### src/rtl/sumador_2bits.sv
// Half adder built from XOR/AND gate primitives, with an optional output register stage
// and a saturating count of accepted samples that produce a carry.
module sumador_2bits #(
  parameter bit REG_OUT = 1'b1,
  parameter int CNT_W   = 8
) (
  input  logic             clk,
  input  logic             rst,
  input  logic             A,
  input  logic             B,
  input  logic             in_valid,
  output logic             S,
  output logic             C,
  output logic [1:0]       SUM,
  output logic             out_valid,
  output logic [CNT_W-1:0] carry_cnt
);

  logic s_n;
  logic c_n;

  xor u_xor (s_n, A, B);
  and u_and (c_n, A, B);

  logic [CNT_W-1:0] carry_cnt_q;
  logic [CNT_W-1:0] carry_cnt_d;

  // Stops at all-ones instead of wrapping back to zero.
  always_comb begin
    carry_cnt_d = carry_cnt_q;
    if (in_valid && c_n && (carry_cnt_q != {CNT_W{1'b1}})) begin
      carry_cnt_d = carry_cnt_q + CNT_W'(1);
    end
  end

  always_ff @(posedge clk or posedge rst) begin
    if (rst) begin
      carry_cnt_q <= '0;
    end else begin
      carry_cnt_q <= carry_cnt_d;
    end
  end

  assign carry_cnt = carry_cnt_q;

  generate
    if (REG_OUT) begin : g_reg
      logic s_q, s_d;
      logic c_q, c_d;
      logic out_valid_q, out_valid_d;

      always_comb begin
        s_d         = s_q;
        c_d         = c_q;
        out_valid_d = in_valid;
        if (in_valid) begin
          s_d = s_n;
          c_d = c_n;
        end
      end

      always_ff @(posedge clk or posedge rst) begin
        if (rst) begin
          s_q         <= 1'b0;
          c_q         <= 1'b0;
          out_valid_q <= 1'b0;
        end else begin
          s_q         <= s_d;
          c_q         <= c_d;
          out_valid_q <= out_valid_d;
        end
      end

      assign S         = s_q;
      assign C         = c_q;
      assign out_valid = out_valid_q;
    end else begin : g_comb
      // Reset still forces the outputs low so both variants look identical while held in reset.
      assign S         = s_n & ~rst;
      assign C         = c_n & ~rst;
      assign out_valid = in_valid & ~rst;
    end
  endgenerate

  assign SUM = {C, S};

endmodule

### config.mk
export PLATFORM = sky130hd
export DESIGN_NAME = sumador_2bits
export DESIGN_NICKNAME = d
export VERILOG_FILES = /design/src/rtl/sumador_2bits.sv
export SDC_FILE = /design/constraint.sdc
export NUM_CORES = 1
export LEC_CHECK = 0
export ABC_AREA = 0
export CORE_UTILIZATION = 40
export DETAILED_ROUTE_END_ITERATION = 10
export PLACE_DENSITY = 0.8
export SYNTH_ARGS = -nofsm -noshare
export SYNTH_HDL_FRONTEND = slang
export SYNTH_SLANG_ARGS = --single-unit
export TNS_END_PERCENT = 30
### constraint.sdc
create_clock -name clk -period 2 [get_ports clk]
set_input_delay 0.2 -clock clk [delete_from_list [all_inputs] [get_ports clk]]
set_output_delay 0.2 -clock clk [all_outputs]
set_load 0.02 [all_outputs]
==> flow_metrics.py, run 1 <==
metrics = {
    "yosys": {
        "netlist_area_um2": 524,
        "synth_top_cell_by_area": "dfrtp_1",
        "synth-edff-count": 0,
        "yosys.cell_count.top_type": "dfrtp_1",
        "synth.distinct_cells": 18,
        "synth.area.top_cells": "dfrtp_1 (53%), xnor2_1 (8.4%), nand3_1 (5.7%), ha_1 (4.8%), nand4_4 (4.1%)",
        "synthFlopType": "dfrtp_1",
        "ys_async_sr_fraction": 1.00,
        "synth_common_cells": "dfrtp_1 (11), nand3_1 (6), xnor2_1 (5)",
        "ys_warn_count": 0,
        "synth-seq-cells": 11,
        "syn-instance-count": 45,
        "synth_fp_nets": 52,
        "synth.top_cell.area_share": 0.525,
        "avgSynthCellArea_um2": 11.7,
        "ys_seq_area_frac": 0.525,
    },
    "routing": {
        "via_count": 388,
        "ant_nets": 0,
        "finalWirelength_um": 978,
        "vias_per_cell": 4.97,
        "first_pass_iters": 1,
        "wl_per_cell_um": 12.5,
        "drtIter0Drc": 0,
        "drc": 0,
    },
    "sta": {
        "relSlewSlack": 0.732,
        "tns_ns": 0,
        "max_freq_ghz": 0.625,
        "max_slew.worst_pin.slew_ns": 0.401,
        "rsz0062_at_grt": "no",
        "post-route-period-util": 0.800,
        "skew_ns": 0.00908,
        "finalSetupViolations": 0,
        "hold_viol": 0,
        "fin_crit_ns": 1.60,
        "maxSlewViolCount": 0,
        "holdWs_ns": 0.212,
    },
    "critical_path": {
        "cp_max_fo": 6,
        "crit_chain": "clkdlybuf4s50_1",
        "end_kind": "primary output",
        "crit_arrival_ns": 1.40,
        "critPathMaxStageDelay_ns": 0.65,
        "path_delay_family": "buffers and inverters",
        "critPathLaunchType": "flip-flop",
        "crit_type": "reg -> out",
        "slowest_stage": "clkdlybuf4s50_1",
        "path_buf_inv": 1,
        "worstPathRequired_ns": 1.80,
    },
    "cts": {
        "root_buffer": "clkbuf_4",
        "insertion_delay_ns": 0.27,
        "cts_tree": "built",
        "cts_buffers": 3,
        "cts_hold_buf": 0,
        "cts_resized": 0,
        "htreeDepth": 1,
        "clkSinkCount": 11,
        "clkTransAtPathRegs_ns": 0.08,
        "cts_buffer_depth": 2,
        "post_cts.repair.setup_buffers": 0,
    },
    "worst_hold_path": {
        "hold_path.class": "in -> async",
    },
    "grt": {
        "grt_usage": 0.180,
        "grt_pass1_vias": 378,
        "antenna_found_initial": 0,
        "overflow": 0,
        "grt_pass1_wl_um": 1730,
        "grt_max_degree": 12,
    },
    "layout": {
        "area_growth_pct": 37.9,
        "antenna_cells": 0,
        "fill_cells": 94,
        "nNetsFinal": 72,
        "drive_gt1_frac": 0.125,
        "stdcell_count": 78,
    },
    "power": {
        "total_power_mw": 0.824,
        "powerDensity_nw_per_um2": 1140,
        "power.leakage_nw": 0.306,
        "peakVddDrop_uv": 563,
    },
    "die": {
        "die_h_um": 38.2,
        "initial_core_util": 0.453,
        "die_w_um": 38.2,
        "core_um2": 1160,
        "die_area_um2": 1460,
        "pin_count": 18,
        "num_rows": 12,
    },
    "place": {
        "gp_congestion": 0.769,
        "dp_hpwl_um": 736,
        "placed_cells": 74,
        "io_buffer_count": 17,
    },
    "run_status": {
        "status": "completed",
    },
    "run": {
        "cap_violations": 0,
    },
}
-- worst reg2reg max path, stage by stage (launching register included) --
cell and delay (ns):
dfrtp_1 0.45, and4_4 0.29, nand4_4 0.14, nand3_2 0.14, mux2_4 0.30
-- through the flow --
stage	setup WS (ns)	util	area [um^2]
after floorplan	0.553	-	524
after global routing	0.330	0.626	723
after global placement	0.428	0.603	697
after detailed placement	0.393	0.603	697
after CTS	0.388	0.626	723
final	0.401	0.626	723
-- cell usage in the layout, fill, tap and decap left out --
| cell | count |
|---|---|
| clkbuf_4 | 3 |
| nand3_2 | 1 |
| a21oi_1 | 1 |
| o21a_1 | 1 |
| mux2_4 | 1 |
| mux2_2 | 1 |
| ha_1 | 2 |
| dfrtp_1 | 11 |
| inv_1 | 3 |
| xnor2_1 | 5 |
| a31oi_1 | 1 |
| o21ai_0 | 1 |
| and4_4 | 1 |
| clkbuf_1 | 1 |
| nand3_1 | 6 |
| nand2_1 | 2 |
| nand4_4 | 1 |
| clkdlybuf4s50_1 | 17 |
| nor2_1 | 3 |
| nand4_1 | 2 |
-- state kept, by name (all words and copies together), names as in the netlist --
name and flops:
out_valid 1, carry_cnt 8, S 1, C 1
-- path summary, 6_finish.rpt --
check                              from           end  slack (ns)  cells after the start
max                        carry_cnt[2]  carry_cnt[2]        0.40                      1
min                                 rst  carry_cnt[5]        0.21                      2
max reg2reg                carry_cnt[3]  carry_cnt[1]        0.58                      4
min reg2reg                carry_cnt[0]  carry_cnt[0]        0.53                      1
max in group asynchronous           rst  carry_cnt[4]        1.50                      2
min in group clk           carry_cnt[0]  carry_cnt[0]        0.53                      1
-- per-layer routing --
layer  share of wire  track usage  up-vias
li1                -            -      195
met2            0.44        0.263       15
met5               0            0        -
met4           0.028        0.125        0
met1            0.48        0.237      176
met3           0.054       0.0349        2
-- area by class of cell --
cell class | count | area, um^2 | area share
flip-flops and latches | 11 | 275 | 0.381
inverters | 3 | 11.3 | 0.0156
multi-input cells | 29 | 223 | 0.308
repair buffers | 17 | 170 | 0.235
well taps | 14 | 17.5 | 0.0242
clock buffers | 4 | 26.3 | 0.0363
-- power by group --
group,switching [mW],internal (mW)
Clock,0.0786,0.0773
Combinational,0.148,0.164
Sequential,0.0799,0.276
-- kinds of logic after synthesis --
kind of cell / after synthesis / synth area share
buffers and inverters: 5 / 0.0501
XOR/XNOR: 5 / 0.0835
multiplexers: 2 / 0.0501
adder cells (fa/ha/maj): 2 / 0.0477
AND/OR/NAND/NOR: 16 / 0.198
flip-flops: 11 / 0.525
AO/OA/AOI/OAI: 4 / 0.0453
No activity file was read; power rests on OpenSTA's default activity.
==> inputs of run 2 (changes only) <==
==> constraint.sdc (replaced) <==
create_clock -name clk -period 1.5 [get_ports clk]
set_input_delay 0.15 -clock clk [delete_from_list [all_inputs] [get_ports clk]]
set_output_delay 0.15 -clock clk [all_outputs]
set_load 0.02 [all_outputs]
==> flow_metrics.py, run 2 (synthesis gave the netlist of run 1 again) <==
metrics = {
    "critical_path": {
        "path_delay_family": "buffers and inverters",
        "cp_max_fo": 3,
        "critPathLaunchType": "flip-flop",
        "crit_arrival_ns": 1.25,
        "slowest_stage": "clkdlybuf4s50_1",
        "end_kind": "primary output",
        "worstPathRequired_ns": 1.35,
        "path_buf_inv": 1,
        "crit_type": "reg -> out",
        "critPathMaxStageDelay_ns": 0.61,
        "crit_chain": "clkdlybuf4s50_1",
    },
    "worst_hold_path": {
        "hold_path.class": "in -> async",
    },
    "place": {
        "place_worst_setup_slack_ns": 0.00417,
        "gp_congestion": 0.805,
        "io_buffer_count": 17,
        "detailed_place.area_um2": 727,
        "placed_cells": 78,
    },
    "routing": {
        "first_pass_iters": 2,
        "drc": 0,
        "ant_nets": 0,
        "via_count": 414,
        "wl_per_cell_um": 13.1,
        "finalWirelength_um": 1080,
        "drtIter0Drc": 4,
        "vias_per_cell": 5.05,
    },
    "layout": {
        "regArea_um2": 275,
        "fin_util": 0.658,
        "area_growth_pct": 45.1,
        "final_common_cell": "dfrtp_1",
        "fin_area_um2": 761,
        "fill_cells": 92,
        "antenna_cells": 0,
        "final_cell_mix": "dfrtp_1 (11), clkdlybuf4s50_1 (9), nand3_1 (6), xnor2_1 (5)",
        "multi_input_area_um2": 225,
        "drive_gt1_frac": 0.191,
        "stdcell_count": 82,
        "largest_reg_flops": 8,
        "nNetsFinal": 76,
    },
    "sta": {
        "hold_viol": 0,
        "max_slew.worst_pin.slew_ns": 0.404,
        "rsz0062_at_grt": "no",
        "relSlewSlack": 0.730,
        "post-route-period-util": 0.931,
        "fin_crit_ns": 1.40,
        "maxSlewViolCount": 0,
        "max_freq_ghz": 0.716,
        "holdWs_ns": 0.159,
        "fin_ws_ns": 0.104,
        "skew_ns": 0.00859,
        "finalSetupViolations": 0,
        "tns_ns": 0,
    },
    "cts": {
        "cts_hold_buf": 0,
        "insertion_delay_ns": 0.28,
        "clkTransAtPathRegs_ns": 0.07,
        "htreeDepth": 1,
        "root_buffer": "clkbuf_4",
        "cts_buffers": 3,
        "cts_buffer_depth": 2,
        "cts_tree": "built",
        "clkSinkCount": 11,
    },
    "die": {
        "initial_core_util": 0.453,
        "pin_count": 18,
        "die_w_um": 38.2,
        "num_rows": 12,
        "die_h_um": 38.2,
        "core_um2": 1160,
        "die_area_um2": 1460,
    },
    "power": {
        "power.leakage_nw": 0.395,
        "seq_power_share": 0.402,
        "p_sw_frac": 0.377,
        "switching_power_mw": 0.421,
        "powerDensity_nw_per_um2": 1470,
        "total_power_mw": 1.12,
        "cellInternalPower_mw": 0.695,
        "clkPwrFrac": 0.186,
        "pwr-share-comb": 0.412,
        "peakVddDrop_uv": 893,
    },
    "grt": {
        "grt_max_degree": 12,
        "grt_pass1_vias": 402,
        "overflow": 0,
        "grt_pass1_wl_um": 1960,
        "grt_usage": 0.214,
        "antenna_found_initial": 0,
    },
    "run": {
        "cap_violations": 0,
    },
    "run_status": {
        "status": "completed",
    },
}
## run 2: cell count changes in the layout (fill, tap and decap cells not counted), sizes merged
cell	before	now
clkdlybuf4s50	17	9
dlygate4sd2	0	4
buf	0	4
dlymetal6s2s	0	4
## run 2: final cells by class
cell class	instances	area share
inverter	3	0.0148
tap	14	0.0230
multi-input combinational	29	0.296
timing repair buffer	21	0.270
clock buffer	4	0.0345
sequential	11	0.362
## run 2: path summary, 6_finish.rpt
check	start	end	slack (ns)	depth (start not counted)
min in group clk	carry_cnt[5]	carry_cnt[5]	0.53	1
min reg2reg	carry_cnt[5]	carry_cnt[5]	0.53	1
max in group asynchronous	rst	carry_cnt[5]	1.05	2
min	rst	carry_cnt[6]	0.16	2
max	S	S	0.10	1
max reg2reg	carry_cnt[0]	carry_cnt[1]	0.15	4
## run 2: repair_timing
action	CTS	global route
gates resized for setup	4	5
setup endpoints to repair	4	5
buffers inserted	0	0
## run 2: power groups by stage
stage | sequential, mW | clock (mW) | combinational, mW
after global routing | 0.462 | 0.236 | 0.501
after CTS | 0.449 | 0.209 | 0.463
after global placement | 0.449 | 0 | 0.469
final | 0.449 | 0.208 | 0.459
after floorplan | 0.549 | 0 | 0.144
after detailed placement | 0.452 | 0 | 0.481
## run 2: per-layer routing
metal	vias up	GRT usage	wire, um
li1	203	-	-
met1	188	0.260	483
met2	18	0.297	497
met3	5	0.105	58
met4	0	0.143	36
met5	-	0	0
==> inputs of run 3 (changes only) <==
--- a/config.mk
+++ b/config.mk
@@ -6,9 +6,10 @@
 export NUM_CORES = 1
 export LEC_CHECK = 0
 export ABC_AREA = 0
-export CORE_UTILIZATION = 40
+export CORE_AREA = 2 2 39 41
 export DETAILED_ROUTE_END_ITERATION = 10
-export PLACE_DENSITY = 0.8
+export DIE_AREA = 0 0 41 43
+export PLACE_DENSITY = 0.79
 export SYNTH_ARGS = -nofsm -noshare
 export SYNTH_HDL_FRONTEND = slang
 export SYNTH_SLANG_ARGS = --single-unit
==> flow_metrics.py, run 3 (synthesis gave the netlist of run 1 again) <==
metrics = {
    "run_status": {
        "status": "completed",
    },
    "layout": {
        "final_cell_mix": "clkdlybuf4s50_1 (12), dfrtp_1 (11), nand3_1 (6), xnor2_1 (5), buf_4 (5)",
        "largest_reg_flops": 8,
        "antenna_cells": 0,
        "final_common_cell": "clkdlybuf4s50_1",
        "fin_area_um2": 763,
        "fin_util": 0.552,
        "nNetsFinal": 77,
        "fill_cells": 130,
        "drive_gt1_frac": 0.203,
        "area_growth_pct": 45.6,
    },
    "power": {
        "powerDensity_nw_per_um2": 1470,
        "seq_power_share": 0.390,
        "clkPwrFrac": 0.181,
        "p_sw_frac": 0.367,
        "pwr-share-comb": 0.429,
        "cellInternalPower_mw": 0.711,
        "power.leakage_nw": 0.358,
        "switching_power_mw": 0.413,
        "total_power_mw": 1.12,
        "peakVddDrop_uv": 871,
    },
    "die": {
        "initial_core_util": 0.379,
        "die_w_um": 41,
        "core_um2": 1380,
        "die_area_um2": 1760,
        "die_h_um": 43,
        "num_rows": 14,
        "pin_count": 18,
    },
    "place": {
        "io_buffer_count": 17,
        "detailed_place.area_um2": 737,
        "place_worst_setup_slack_ns": -0.0373,
        "dp_hpwl_um": 845,
        "gp_congestion": 0.699,
    },
    "sta": {
        "maxSlewViolCount": 0,
        "skew_ns": 0.00248,
        "rsz0062_at_grt": "no",
        "hold_viol": 0,
        "max_freq_ghz": 0.687,
        "fin_ws_ns": 0.0440,
        "finalSetupViolations": 0,
        "relSlewSlack": 0.725,
        "fin_crit_ns": 1.46,
        "max_slew.worst_pin.slew_ns": 0.413,
        "post-route-period-util": 0.971,
        "tns_ns": 0,
    },
    "critical_path": {
        "cp_max_fo": 4,
        "reg2reg_setup_slack_ns": 0.14,
        "crit_arrival_ns": 1.31,
        "path_buf_inv": 1,
        "critPathLaunchType": "flip-flop",
        "end_kind": "primary output",
        "crit_type": "reg -> out",
        "crit_chain": "clkdlybuf4s50_1",
        "critPathMaxStageDelay_ns": 0.63,
        "path_delay_family": "buffers and inverters",
        "worstPathRequired_ns": 1.35,
        "slowest_stage": "clkdlybuf4s50_1",
    },
    "routing": {
        "first_pass_iters": 4,
        "via_count": 433,
        "drc": 0,
        "drtIter0Drc": 10,
        "ant_nets": 0,
        "finalWirelength_um": 1100,
        "wl_per_cell_um": 12.9,
        "vias_per_cell": 5.09,
    },
    "cts": {
        "root_buffer": "clkbuf_4",
        "cts_tree": "built",
        "htreeDepth": 1,
        "insertion_delay_ns": 0.27,
        "clkSinkCount": 11,
        "cts_buffer_depth": 2,
        "clkTransAtPathRegs_ns": 0.07,
        "cts_buffers": 3,
    },
    "grt": {
        "grt_max_degree": 12,
        "grt_usage": 0.156,
        "antenna_found_initial": 0,
        "grt_pass1_vias": 422,
        "overflow": 0,
        "grt_pass1_wl_um": 1820,
    },
    "run": {
        "cap_violations": 0,
    },
    "worst_hold_path": {
        "hold_path.class": "in -> async",
    },
}
## run 3: what timing repair did
| action | CTS | global route |
|---|---|---|
| resized for setup | 4 | 2 |
| setup endpoints to repair | 4 | 2 |
| setup buffers | 0 | 0 |
| cloned | 0 | 0 |
| hold buffers | 0 | 0 |
## run 3: power by group through the flow
stage          clock [mW]  sequential [mW]  combinational [mW]
6_report            0.203            0.438               0.482
3_5_place_dp            0            0.444               0.510
2_1_floorplan           0            0.549               0.144
5_1_grt             0.224            0.453               0.529
4_1_cts             0.207            0.438               0.485
3_3_place_gp            0            0.437               0.500
## run 3: stage by stage
stage	std cells	hold WS, ns
global placement	81	0.466
global route	85	0.220
detailed placement	81	0.480
finish	85	0.170
floorplan	45	0.00244
CTS	85	0.194
## run 3: path summary, 6_finish.rpt
check	from	endpoint	cells past startpoint
worst min-delay path	rst	carry_cnt[6]	2
worst max register to register	carry_cnt[1]	carry_cnt[6]	5
worst min register to register	carry_cnt[5]	carry_cnt[5]	1
min in group clk	carry_cnt[5]	carry_cnt[5]	1
worst max-delay path	carry_cnt[5]	carry_cnt[5]	1
max in group asynchronous	rst	S	2
## run 3: area by class of cell
type,count,area [um^2],area share
clock buffer,4,26.3,0.0344
inverter,3,11.3,0.0148
multi-input combinational,29,225,0.295
sequential,11,275,0.361
tap,16,20.0,0.0262
timing repair buffer,22,205,0.269
## run 3: metal layers
metal | part of all wire | vias to the layer above | global-route usage
li1 | - | 206 | -
met1 | 0.39 | 207 | 0.179
met2 | 0.52 | 16 | 0.238
met3 | 0.056 | 4 | 0.0314
met4 | 0.029 | 0 | 0.120
met5 | 0 | - | 0
